$ cat src/rtl/lsu_pkg.sv
// ----------------------------------------------------------------------------
// lsu_pkg
// Shared definitions for the load/store unit.
//   SIZE_BYTE / SIZE_HALF / SIZE_WORD : access size encodings (2'b11 acts as word)
//   lsu_state_t                       : FSM state encoding
//   byte_count()                      : number of bytes moved for a given size
// ----------------------------------------------------------------------------
package lsu_pkg;

    localparam logic [1:0] SIZE_BYTE = 2'b00;
    localparam logic [1:0] SIZE_HALF = 2'b01;
    localparam logic [1:0] SIZE_WORD = 2'b10;

    typedef enum logic [1:0] {
        IDLE   = 2'b00,
        ACCESS = 2'b01,
        DRAIN  = 2'b10,
        DONE   = 2'b11
    } lsu_state_t;

    // Any size code other than byte/half moves four bytes.
    function automatic logic [2:0] byte_count(input logic [1:0] size);
        case (size)
            SIZE_BYTE: byte_count = 3'd1;
            SIZE_HALF: byte_count = 3'd2;
            default:   byte_count = 3'd4;
        endcase
    endfunction

endpackage

$ cat src/rtl/lsu_if.sv
// ----------------------------------------------------------------------------
// lsu_if
// Bundles the pipeline request/response handshake and the byte-wide data RAM
// port of the load/store unit.
//   slave  : the load/store unit side
//   master : the environment side (pipeline + RAM)
// Request : i_valid, o_ready, i_we, i_size, i_unsigned, i_eff_addr,
//           i_addr_exception, i_wdata
// Response: o_done, o_fault, o_rdata
// RAM     : o_mem_addr, o_mem_we, o_mem_wdata, i_mem_rdata
// ----------------------------------------------------------------------------
interface lsu_if #(
    parameter int ADDR_W = 10
);
    logic              i_valid;
    logic              o_ready;
    logic              i_we;
    logic [1:0]        i_size;
    logic              i_unsigned;
    logic [31:0]       i_eff_addr;
    logic [1:0]        i_addr_exception;
    logic [31:0]       i_wdata;
    logic              o_done;
    logic              o_fault;
    logic [31:0]       o_rdata;
    logic [ADDR_W-1:0] o_mem_addr;
    logic              o_mem_we;
    logic [7:0]        o_mem_wdata;
    logic [7:0]        i_mem_rdata;

    modport slave (
        input  i_valid, i_we, i_size, i_unsigned, i_eff_addr,
               i_addr_exception, i_wdata, i_mem_rdata,
        output o_ready, o_done, o_fault, o_rdata,
               o_mem_addr, o_mem_we, o_mem_wdata
    );

    modport master (
        output i_valid, i_we, i_size, i_unsigned, i_eff_addr,
               i_addr_exception, i_wdata, i_mem_rdata,
        input  o_ready, o_done, o_fault, o_rdata,
               o_mem_addr, o_mem_we, o_mem_wdata
    );

endinterface

$ cat src/rtl/lsu_load_extend.sv
// ----------------------------------------------------------------------------
// lsu_load_extend
// Combinational sign/zero extension of assembled load data.
//   lanes       in  32  little-endian bytes gathered from memory
//   size        in  2   access size code
//   is_unsigned in  1   1 = zero-extend, 0 = sign-extend
//   result      out 32  extended load value
// ----------------------------------------------------------------------------
module lsu_load_extend
    import lsu_pkg::*;
(
    input  logic [31:0] lanes,
    input  logic [1:0]  size,
    input  logic        is_unsigned,
    output logic [31:0] result
);

    always_comb begin
        result = lanes;
        case (size)
            SIZE_BYTE: result = is_unsigned ? {24'h000000, lanes[7:0]}
                                            : {{24{lanes[7]}}, lanes[7:0]};
            SIZE_HALF: result = is_unsigned ? {16'h0000, lanes[15:0]}
                                            : {{16{lanes[15]}}, lanes[15:0]};
            default:   result = lanes;
        endcase
    end

endmodule

$ cat src/rtl/load_store_unit.sv
// ----------------------------------------------------------------------------
// load_store_unit
// Memory-stage unit that performs byte-serial loads and stores against a
// byte-wide synchronous RAM and returns extended load data.
//   i_clk   in  clock
//   i_rst_n in  synchronous active-low reset
//   bus     lsu_if.slave : request handshake, response, RAM port
// Optional feature: define LSU_ALIGN_CHECK_EN to reject misaligned half/word
// requests with o_fault instead of performing them byte-serially.
// ----------------------------------------------------------------------------
module load_store_unit
    import lsu_pkg::*;
#(
    parameter int ADDR_W = 10
) (
    input  logic  i_clk,
    input  logic  i_rst_n,
    lsu_if.slave  bus
);

    lsu_state_t        state, state_next;
    logic [ADDR_W-1:0] base_q;
    logic [1:0]        size_q;
    logic              we_q;
    logic              uns_q;
    logic [31:0]       wdata_q;
    logic [1:0]        cnt_q;
    logic [1:0]        cap_idx_q;
    logic              cap_vld_q;
    logic [31:0]       lanes_q;
    logic [31:0]       lanes_merged;
    logic [31:0]       ext_data;
    logic [31:0]       rdata_q;
    logic              fault_q;
    logic              accept;
    logic              misaligned;
    logic              last_beat;
    logic              access_live;
    logic              unused_addr_hi;

    assign unused_addr_hi = ^bus.i_eff_addr[31:ADDR_W];

    assign accept    = bus.i_valid && (state == IDLE);
    assign last_beat = ({1'b0, cnt_q} == (byte_count(size_q) - 3'd1));

`ifdef LSU_ALIGN_CHECK_EN
    assign misaligned = ((bus.i_size == SIZE_HALF) && bus.i_addr_exception[0]) ||
                        ((bus.i_size[1] == 1'b1) && (bus.i_addr_exception != 2'b00));
`else
    logic unused_exc;
    assign unused_exc = ^bus.i_addr_exception;
    assign misaligned = 1'b0;
`endif

    always_comb begin
        state_next = state;
        case (state)
            IDLE:    if (accept) state_next = misaligned ? DONE : ACCESS;
            ACCESS:  if (last_beat) state_next = we_q ? DONE : DRAIN;
            DRAIN:   state_next = DONE;
            DONE:    state_next = IDLE;
            default: state_next = IDLE;
        endcase
    end

    // RAM data arrives one cycle after its address, so the byte requested in
    // the previous cycle is merged into its lane here; DRAIN uses this merged
    // view to pick up the final byte in the same cycle it lands.
    always_comb begin
        lanes_merged = lanes_q;
        if (cap_vld_q) lanes_merged[{cap_idx_q, 3'b000} +: 8] = bus.i_mem_rdata;
    end

    lsu_load_extend u_extend (
        .lanes       (lanes_merged),
        .size        (size_q),
        .is_unsigned (uns_q),
        .result      (ext_data)
    );

    always_ff @(posedge i_clk) begin
        if (!i_rst_n) begin
            state     <= IDLE;
            base_q    <= '0;
            size_q    <= SIZE_BYTE;
            we_q      <= 1'b0;
            uns_q     <= 1'b0;
            wdata_q   <= '0;
            cnt_q     <= '0;
            cap_idx_q <= '0;
            cap_vld_q <= 1'b0;
            lanes_q   <= '0;
            rdata_q   <= '0;
            fault_q   <= 1'b0;
        end else begin
            state     <= state_next;
            cap_vld_q <= (state == ACCESS) && !we_q;
            cap_idx_q <= cnt_q;
            lanes_q   <= lanes_merged;
            if (state == ACCESS) cnt_q <= cnt_q + 2'd1;
            if (state == DRAIN)  rdata_q <= ext_data;
            if (accept) begin
                base_q  <= bus.i_eff_addr[ADDR_W-1:0];
                size_q  <= bus.i_size;
                we_q    <= bus.i_we;
                uns_q   <= bus.i_unsigned;
                wdata_q <= bus.i_wdata;
                cnt_q   <= '0;
                lanes_q <= '0;
                fault_q <= misaligned;
            end
        end
    end

    // RAM strobes and o_done are masked while reset is asserted so an aborted
    // request issues no further write or completion in the reset cycle itself.
    assign access_live     = (state == ACCESS) && i_rst_n;
    assign bus.o_ready     = (state == IDLE);
    assign bus.o_done      = (state == DONE) && i_rst_n;
    assign bus.o_fault     = fault_q;
    assign bus.o_rdata     = rdata_q;
    assign bus.o_mem_addr  = access_live ? (base_q + ADDR_W'(cnt_q)) : '0;
    assign bus.o_mem_we    = access_live && we_q;
    assign bus.o_mem_wdata = (access_live && we_q) ? wdata_q[{cnt_q, 3'b000} +: 8] : 8'h00;

endmodule

$ cat src/flat_wrapper.sv
// flat-port wrapper written by rule: the top's interface ports become plain ports
module load_store_unit_flat import lsu_pkg::*;
#(
    parameter int ADDR_W = 10
)
  (i_clk, i_rst_n, bus_i_valid, bus_i_we, bus_i_size, bus_i_unsigned, bus_i_eff_addr, bus_i_addr_exception, bus_i_wdata, bus_i_mem_rdata, bus_o_ready, bus_o_done, bus_o_fault, bus_o_rdata, bus_o_mem_addr, bus_o_mem_we, bus_o_mem_wdata);
  lsu_if #(.ADDR_W(ADDR_W)) bus_i ();
  input  logic i_clk;
  input  logic i_rst_n;
  input wire logic [$bits(bus_i.i_valid)-1:0] bus_i_valid;
  input wire logic [$bits(bus_i.i_we)-1:0] bus_i_we;
  input wire logic [$bits(bus_i.i_size)-1:0] bus_i_size;
  input wire logic [$bits(bus_i.i_unsigned)-1:0] bus_i_unsigned;
  input wire logic [$bits(bus_i.i_eff_addr)-1:0] bus_i_eff_addr;
  input wire logic [$bits(bus_i.i_addr_exception)-1:0] bus_i_addr_exception;
  input wire logic [$bits(bus_i.i_wdata)-1:0] bus_i_wdata;
  input wire logic [$bits(bus_i.i_mem_rdata)-1:0] bus_i_mem_rdata;
  output wire logic [$bits(bus_i.o_ready)-1:0] bus_o_ready;
  output wire logic [$bits(bus_i.o_done)-1:0] bus_o_done;
  output wire logic [$bits(bus_i.o_fault)-1:0] bus_o_fault;
  output wire logic [$bits(bus_i.o_rdata)-1:0] bus_o_rdata;
  output wire logic [$bits(bus_i.o_mem_addr)-1:0] bus_o_mem_addr;
  output wire logic [$bits(bus_i.o_mem_we)-1:0] bus_o_mem_we;
  output wire logic [$bits(bus_i.o_mem_wdata)-1:0] bus_o_mem_wdata;
  assign bus_i.i_valid = bus_i_valid;
  assign bus_i.i_we = bus_i_we;
  assign bus_i.i_size = bus_i_size;
  assign bus_i.i_unsigned = bus_i_unsigned;
  assign bus_i.i_eff_addr = bus_i_eff_addr;
  assign bus_i.i_addr_exception = bus_i_addr_exception;
  assign bus_i.i_wdata = bus_i_wdata;
  assign bus_i.i_mem_rdata = bus_i_mem_rdata;
  assign bus_o_ready = bus_i.o_ready;
  assign bus_o_done = bus_i.o_done;
  assign bus_o_fault = bus_i.o_fault;
  assign bus_o_rdata = bus_i.o_rdata;
  assign bus_o_mem_addr = bus_i.o_mem_addr;
  assign bus_o_mem_we = bus_i.o_mem_we;
  assign bus_o_mem_wdata = bus_i.o_mem_wdata;
  load_store_unit #(.ADDR_W(ADDR_W)) u_core (.i_clk(i_clk), .i_rst_n(i_rst_n), .bus(bus_i));
endmodule
$ cat config.mk
export PLATFORM = sky130hd
export DESIGN_NAME = load_store_unit_flat
export DESIGN_NICKNAME = d
export VERILOG_FILES = /design/src/rtl/lsu_pkg.sv /design/src/rtl/lsu_if.sv /design/src/rtl/lsu_load_extend.sv /design/src/rtl/load_store_unit.sv /design/src/flat_wrapper.sv
export SDC_FILE = /design/constraint.sdc
export NUM_CORES = 1
export LEC_CHECK = 0
export ABC_AREA = 1
export BUFFER_PORTS_ARGS = -buffer_cell sky130_fd_sc_hd__buf_2
export CORE_ASPECT_RATIO = 2
export CORE_UTILIZATION = 50
export CTS_BUF_LIST = sky130_fd_sc_hd__clkbuf_4 sky130_fd_sc_hd__clkbuf_8
export DETAILED_ROUTE_END_ITERATION = 8
export HOLD_SLACK_MARGIN = 0.08
export PLACE_DENSITY = 0.79
export SKIP_CTS_REPAIR_TIMING = 1
export SLEW_MARGIN = 20
export SYNTH_ARGS = -nofsm -noshare
export SYNTH_HDL_FRONTEND = slang
export SYNTH_HIERARCHICAL = 1
export SYNTH_SLANG_ARGS = --single-unit
$ cat constraint.sdc
create_clock -name i_clk -period 2.2 [get_ports i_clk]
set_input_delay 0.11 -clock i_clk [delete_from_list [all_inputs] [get_ports i_clk]]
set_output_delay 0.11 -clock i_clk [all_outputs]
set_load 0.05 [all_outputs]
==> results of run 1 <==
per-stage QoR:
step	utilization	hold slack [ns]	cell area, sq um
after floorplan	-	0.277	5430
after global placement	0.573	0.358	6040
after detailed placement	0.573	0.366	6040
after CTS	0.614	-0.0979	6480
after global routing	0.679	0.118	7160
final	0.679	0.0581	7160
sequential cells by signal (all words and copies together) (netlist names):
signal and cells:
u_core/wdata_q 32, u_core/state 2, u_core/base_q 10, u_core/we_q 1
u_core/size_q 2, u_core/cnt_q 2, u_core/bus.o_rdata 32, u_core/lanes_q 32
u_core/cap_vld_q 1, u_core/cap_idx_q 2, u_core/uns_q 1
area by class of cell:
class	instances	area [sq um]	area share
multi-input combinational	537	2590	0.362
timing repair buffer	182	1300	0.181
clock buffer	17	234	0.0327
clock inverter	15	204	0.0285
inverter	84	315	0.0440
sequential	117	2350	0.328
tap	137	171	0.0239
cells by family (layout without fill, tap and decap cells):
logic type / Yosys count / count (layout) / share of synthesized area
AOI/OAI and AO/OA: 161 / 161 / 0.158
adders and majority gates: 13 / 13 / 0.0314
and+or+nand+nor: 362 / 362 / 0.269
DFF: 117 / 117 / 0.432
other: 1 / 1 / 0.000692
buffers and inverters: 132 / 298 / 0.108
cells in the final DEF, fill, tap and decap left out, types with 19 or more instances in the layout:
cell           synthesis  layout
nor2_1               221     216
dfxtp_1              117     113
o21ai_0              105     105
nand2_1              103     101
buf_2                 11      98
inv_1                 79      77
dlygate4sd3_1          0      54
a21oi_1               33      32
nand3_1               20      20
buf_4                 10      19
routing by layer:
metal / GRT usage / wire (um)
met1: 0.248 / 5280
met2: 0.476 / 8440
met3: 0.0642 / 727
met4: 0.193 / 948
met5: 0 / 0
worst reg2reg max path, delay by kind of cell, from the launching register on:
kind            cells  cell delay, ns
buf+inv             2            0.30
simple gates        6            0.70
fa+ha+maj           1            0.15
flops               1            0.33
compound gates      1            0.50
where the power goes:
part | switching, mW | total, mW | leakage [nW] | internal [mW]
Combinational | 2.26 | 3.18 | 2.38 | 0.922
Clock | 0.916 | 2.15 | 0.209 | 1.24
Sequential | 0.293 | 2.88 | 0.960 | 2.58
Total | 3.47 | 8.21 | 3.55 | 4.74
Yosys cell counts, types with 6 or more instances:
cell type / count
inv_1: 79
nor3_1: 6
o21ai_0: 105
buf_4: 10
a21oi_1: 33
dfxtp_1: 117
nand2_1: 103
o22ai_1: 12
ha_1: 12
buf_2: 11
nor2_1: 221
clkbuf_1: 22
nand3_1: 20
a32oi_1: 8
final timing paths:
path	from	endpoint	slack [ns]	cells after the start
worst max-delay path	u_core/base_q[0]	bus_o_mem_addr[8]	-0.08	9
worst min-delay path	bus_i_valid	u_core/state[0]	0.06	5
worst min register to register	u_core/lanes_q[31]	u_core/lanes_q[31]	0.47	2
worst max register to register	u_core/cap_idx_q[0]	u_core/bus.o_rdata[27]	0.17	10
==> impl_metrics.csv, run 1 <==
group,metric,value,unit
timing,setup_violations,1,
grt,track_usage,0.266,
setup_path,startpoint_type,"register",
synthesis,async_flop_share,0,
die,die_area,11300,sq um
timing,fin_crit,2.28,ns
hold_path,holdCritPathClass,"in -> reg",
drt,vias,5576,
clock_tree,cts.sinks,117,
drt,vias_per_cell,5.12,
synthesis,syn_area,5420,sq um
clock_tree,cts_tree,"yes",
setup_path,path_common_cell,"nor2_4",
drt,routed_wl,15400,um
placed_design,hpwl,10200,um
outcome,status,"finished with violations",
synthesis,avgSynthCellArea,6.89,sq um
clock_tree,cts.clk_slew.worst_paths,0.07,ns
timing,hold_viol_final,0,
clock_tree,cts_buffer_depth,2,
final_layout,stdcell_count,1089,
synthesis,synth_edf_count,0,
synthesis,yosys_register_bits,117,
clock_tree,root_buffer,"clkbuf_8",
drt,drc,0,
synthesis,synth_top_area_share,0.432,
clock_tree,clk_latency,0.45,ns
timing,period_share,1.04,
pwr,leakagePower,3.55,nW
drt,firstDrtPassIters,5,
timing,rsz0062_at_grt,"true",
timing,max_freq,438,MHz
setup_path,crit_slowest_cell,"fa_2",
synthesis,syn_nets,880,
drt,wl_per_cell,14.1,um
drt,dr.first_iter.drc_count,257,
drt,postRouteAntennaNets,0,
grt,grt_overflow,0,
clock_tree,htreeDepth,4,
die,die_h,149,um
synthesis,synth_top_area_cell,"dfxtp_1",
timing,slew_viol_final,0,
die,rows,53,
grt,first_global_vias,4903,
final_layout,nFillCells,920,
timing,slew_headroom,0.600,
placed_design,globalplace.congestion,0.977,
placed_design,placed_cells,1002,
setup_path,endpoint_kind,"primary output",
clock_tree,cts_buffers,17,
setup_path,worst_ep_required_time,2.09,ns
placed_design,portBuffers,109,
final_layout,fin_nets,1033,
grt,antenna_found_initial,0,
final_layout,area_growth,32.3,%
timing,setup_tns,-0.0832,ns
die,fp.dieW,75.6,um
final_layout,antennaDiodeCount,0,
timing,worst_slew_pin_slew,0.600,ns
die,coreArea,10500,sq um
setup_path,cp_max_fo,3,
final_layout,drive_above_1_share,0.207,
outcome,violations,"negative setup slack",
grt,grt_pass1_wl,22300,um
pwr,total_power,8.21,mW
die,initial_core_util,0.514,
setup_path,slowest_delay,0.39,ns
grt,grt_max_degree,85,
die,ios,135,
timing,fin_skew,0.0147,ns
synthesis,ys_types,28,
setup_path,critical_path_buf_inv_count,2,
setup_path,worstPathCellList,"ha_4 > inv_2 > fa_2 > nor2_4 > nand2_4 > nor2_4 > a21oi_2 > nor3_2 > buf_6",
synthesis,syn_inst,786,
setup_path,crit_type,"reg -> out",
synthesis,synth-seq-area-share,0.432,
synthesis,yosys_warnings,6,
setup_path,worstPathArrival,2.17,ns
timing,fin_ws,-0.0832,ns
run,maxCapViolCount,0,
synthesis,synthFlopType,"dfxtp_1",
pwr,power.density,1150,nW/um^2
setup_path,crit_family,"simple AND/OR/NAND/NOR gates",
synthesis,synthTopCellsByArea,"dfxtp_1, nor2_1, o21ai_0",
placed_design,place_ws,0.121,ns
pwr,peakVddDrop,755,uV
Note: power is estimated with default switching activity, not from simulation.
==> run 2, diff against run 1 <==
--- a/config.mk
+++ b/config.mk
@@ -9,7 +9,7 @@
 export BUFFER_PORTS_ARGS = -buffer_cell sky130_fd_sc_hd__buf_2
 export CORE_ASPECT_RATIO = 2
 export CORE_UTILIZATION = 50
-export CTS_BUF_LIST = sky130_fd_sc_hd__clkbuf_4 sky130_fd_sc_hd__clkbuf_8
+export CTS_BUF_LIST = sky130_fd_sc_hd__clkbuf_8 sky130_fd_sc_hd__clkbuf_16
 export DETAILED_ROUTE_END_ITERATION = 8
 export HOLD_SLACK_MARGIN = 0.08
 export PLACE_DENSITY = 0.79
==> impl_metrics.csv, run 2 (synthesis gave the netlist of run 1 again) <==
group,metric,value,unit
setup_path,worst_ep_required_time,2.09,ns
drt,vias_per_cell,5.20,
final_layout,seqCellArea,2350,sq um
grt,grt_pass1_wl,23000,um
final_layout,postLayoutCellArea,7280,sq um
grt,track_usage,0.275,
timing,hold_viol_final,0,
drt,dr.first_iter.drc_count,304,
pwr,power.density,1230,nW/um^2
pwr,total_power,8.97,mW
placed_design,globalplace.congestion,0.977,
clock_tree,cts.clk_slew.worst_paths,0.05,ns
timing,holdWs,0.0254,ns
run,maxCapViolCount,0,
clock_tree,clk_latency,0.42,ns
grt,grt_overflow,0,
timing,slew_headroom,0.644,
timing,fin_skew,0.0104,ns
grt,first_global_vias,5022,
drt,drc,0,
setup_path,crit_family,"simple AND/OR/NAND/NOR gates",
timing,rsz0062_at_grt,"true",
die,coreArea,10500,sq um
pwr,p_int,5.40,mW
setup_path,startpoint_type,"register",
timing,fin_crit,2.24,ns
timing,period_share,1.02,
placed_design,placed_area,6040,sq um
final_layout,fin_nets,1027,
clock_tree,cts.sinks,117,
drt,firstDrtPassIters,4,
placed_design,hpwl,10200,um
final_layout,area_growth,34.5,%
setup_path,worstPathArrival,2.13,ns
clock_tree,htreeDepth,4,
die,die_area,11300,sq um
clock_tree,cts_buffers,17,
grt,grt_max_degree,85,
final_layout,final_cell_mix,"nor2_1, dfxtp_1, o21ai_0",
die,initial_core_util,0.514,
setup_path,crit_type,"reg -> out",
pwr,netSwitchingFraction,0.399,
drt,wl_per_cell,14.5,um
setup_path,worstPathCellList,"ha_4 > inv_2 > fa_2 > nor2_4 > nand2_4 > nor2_4 > a21oi_2 > nor3_2 > buf_6",
grt,antenna_found_initial,0,
die,ios,135,
die,fp.dieW,75.6,um
pwr,leakagePower,3.62,nW
setup_path,crit_slowest_cell,"fa_2",
pwr,peakVddDrop,733,uV
pwr,pwr-share-clk,0.325,
setup_path,slowest_delay,0.39,ns
die,die_h,149,um
outcome,status,"finished with violations",
timing,worst_slew_pin_slew,0.535,ns
setup_path,path_common_cell,"nor2_4",
final_layout,layout_commonest_cell,"nor2_1",
final_layout,nFillCells,884,
setup_path,critical_path_buf_inv_count,2,
outcome,violations,"negative setup slack",
drt,vias,5630,
pwr,comb_power_share,0.354,
timing,fin_ws,-0.0410,ns
setup_path,cp_max_fo,3,
final_layout,drive_above_1_share,0.208,
die,rows,53,
clock_tree,cts_tree,"yes",
setup_path,endpoint_kind,"primary output",
pwr,p_seq_frac,0.321,
drt,postRouteAntennaNets,0,
final_layout,antennaDiodeCount,0,
placed_design,portBuffers,109,
pwr,power_switching,3.58,mW
final_layout,multi_input_comb_area,2600,sq um
drt,routed_wl,15700,um
clock_tree,root_buffer,"clkbuf_16",
hold_path,holdCritPathClass,"in -> reg",
timing,slew_viol_final,0,
timing,max_freq,446,MHz
final_layout,final_util,0.691,
timing,setup_violations,1,
clock_tree,cts_buffer_depth,2,
run 2: path summary, 6_finish.rpt:
| kind | from | endpoint | cells after the start | slack (ns) |
|---|---|---|---|---|
| worst min-delay path | bus_i_size[1] | u_core/size_q[1] | 3 | 0.03 |
| worst max-delay path | u_core/cnt_q[0] | bus_o_mem_addr[8] | 9 | -0.04 |
| worst max register to register | u_core/cap_idx_q[0] | u_core/bus.o_rdata[27] | 10 | 0.19 |
| worst min register to register | u_core/lanes_q[29] | u_core/lanes_q[29] | 2 | 0.47 |
run 2: worst reg2reg max path, stage by stage, from the launching register on:
cell	delay, ns
dfxtp_1	0.32
buf_4	0.15
ha_1	0.15
nand2_1	0.20
inv_2	0.15
nand3_1	0.16
o22ai_1	0.46
nand2_1	0.11
nand3_1	0.10
nor2_1	0.05
nor2_1	0.10
run 2: through the flow:
stage | worst slack [ns] | std cells | setup TNS [ns]
floorplan | -0.0100 | 786 | -0.0100
global placement | 0.167 | 1002 | 0
detailed placement | 0.121 | 1002 | 0
CTS | -0.298 | 1034 | -0.599
global route | -0.129 | 1083 | -0.223
finish | -0.0410 | 1083 | -0.0410
run 2: final cells by class:
| class | count | share of cell area |
|---|---|---|
| Multi-Input combinational cell | 537 | 0.357 |
| Sequential cell | 117 | 0.322 |
| Tap cell | 137 | 0.0235 |
| Clock inverter | 15 | 0.0280 |
| Timing Repair Buffer | 176 | 0.168 |
| Clock buffer | 17 | 0.0584 |
| Inverter | 84 | 0.0433 |
run 2: power groups by stage:
stage               combinational [mW]  clock, mW  sequential [mW]
finish                            3.18       2.92             2.88
CTS                               3.04       2.95             2.86
global placement                  2.96          0             2.89
floorplan                         1.73          0             3.48
global route                      3.53       3.04             2.94
detailed placement                3.02          0             2.91
run 2: per-layer routing:
metal / routed length, um / GRT usage / vias to the layer above
met3: 632 / 0.0554 / 71
met2: 8640 / 0.497 / 207
met5: 0 / 0 / -
li1: - / - / 2777
met1: 5380 / 0.260 / 2575
met4: 996 / 0.200 / 0
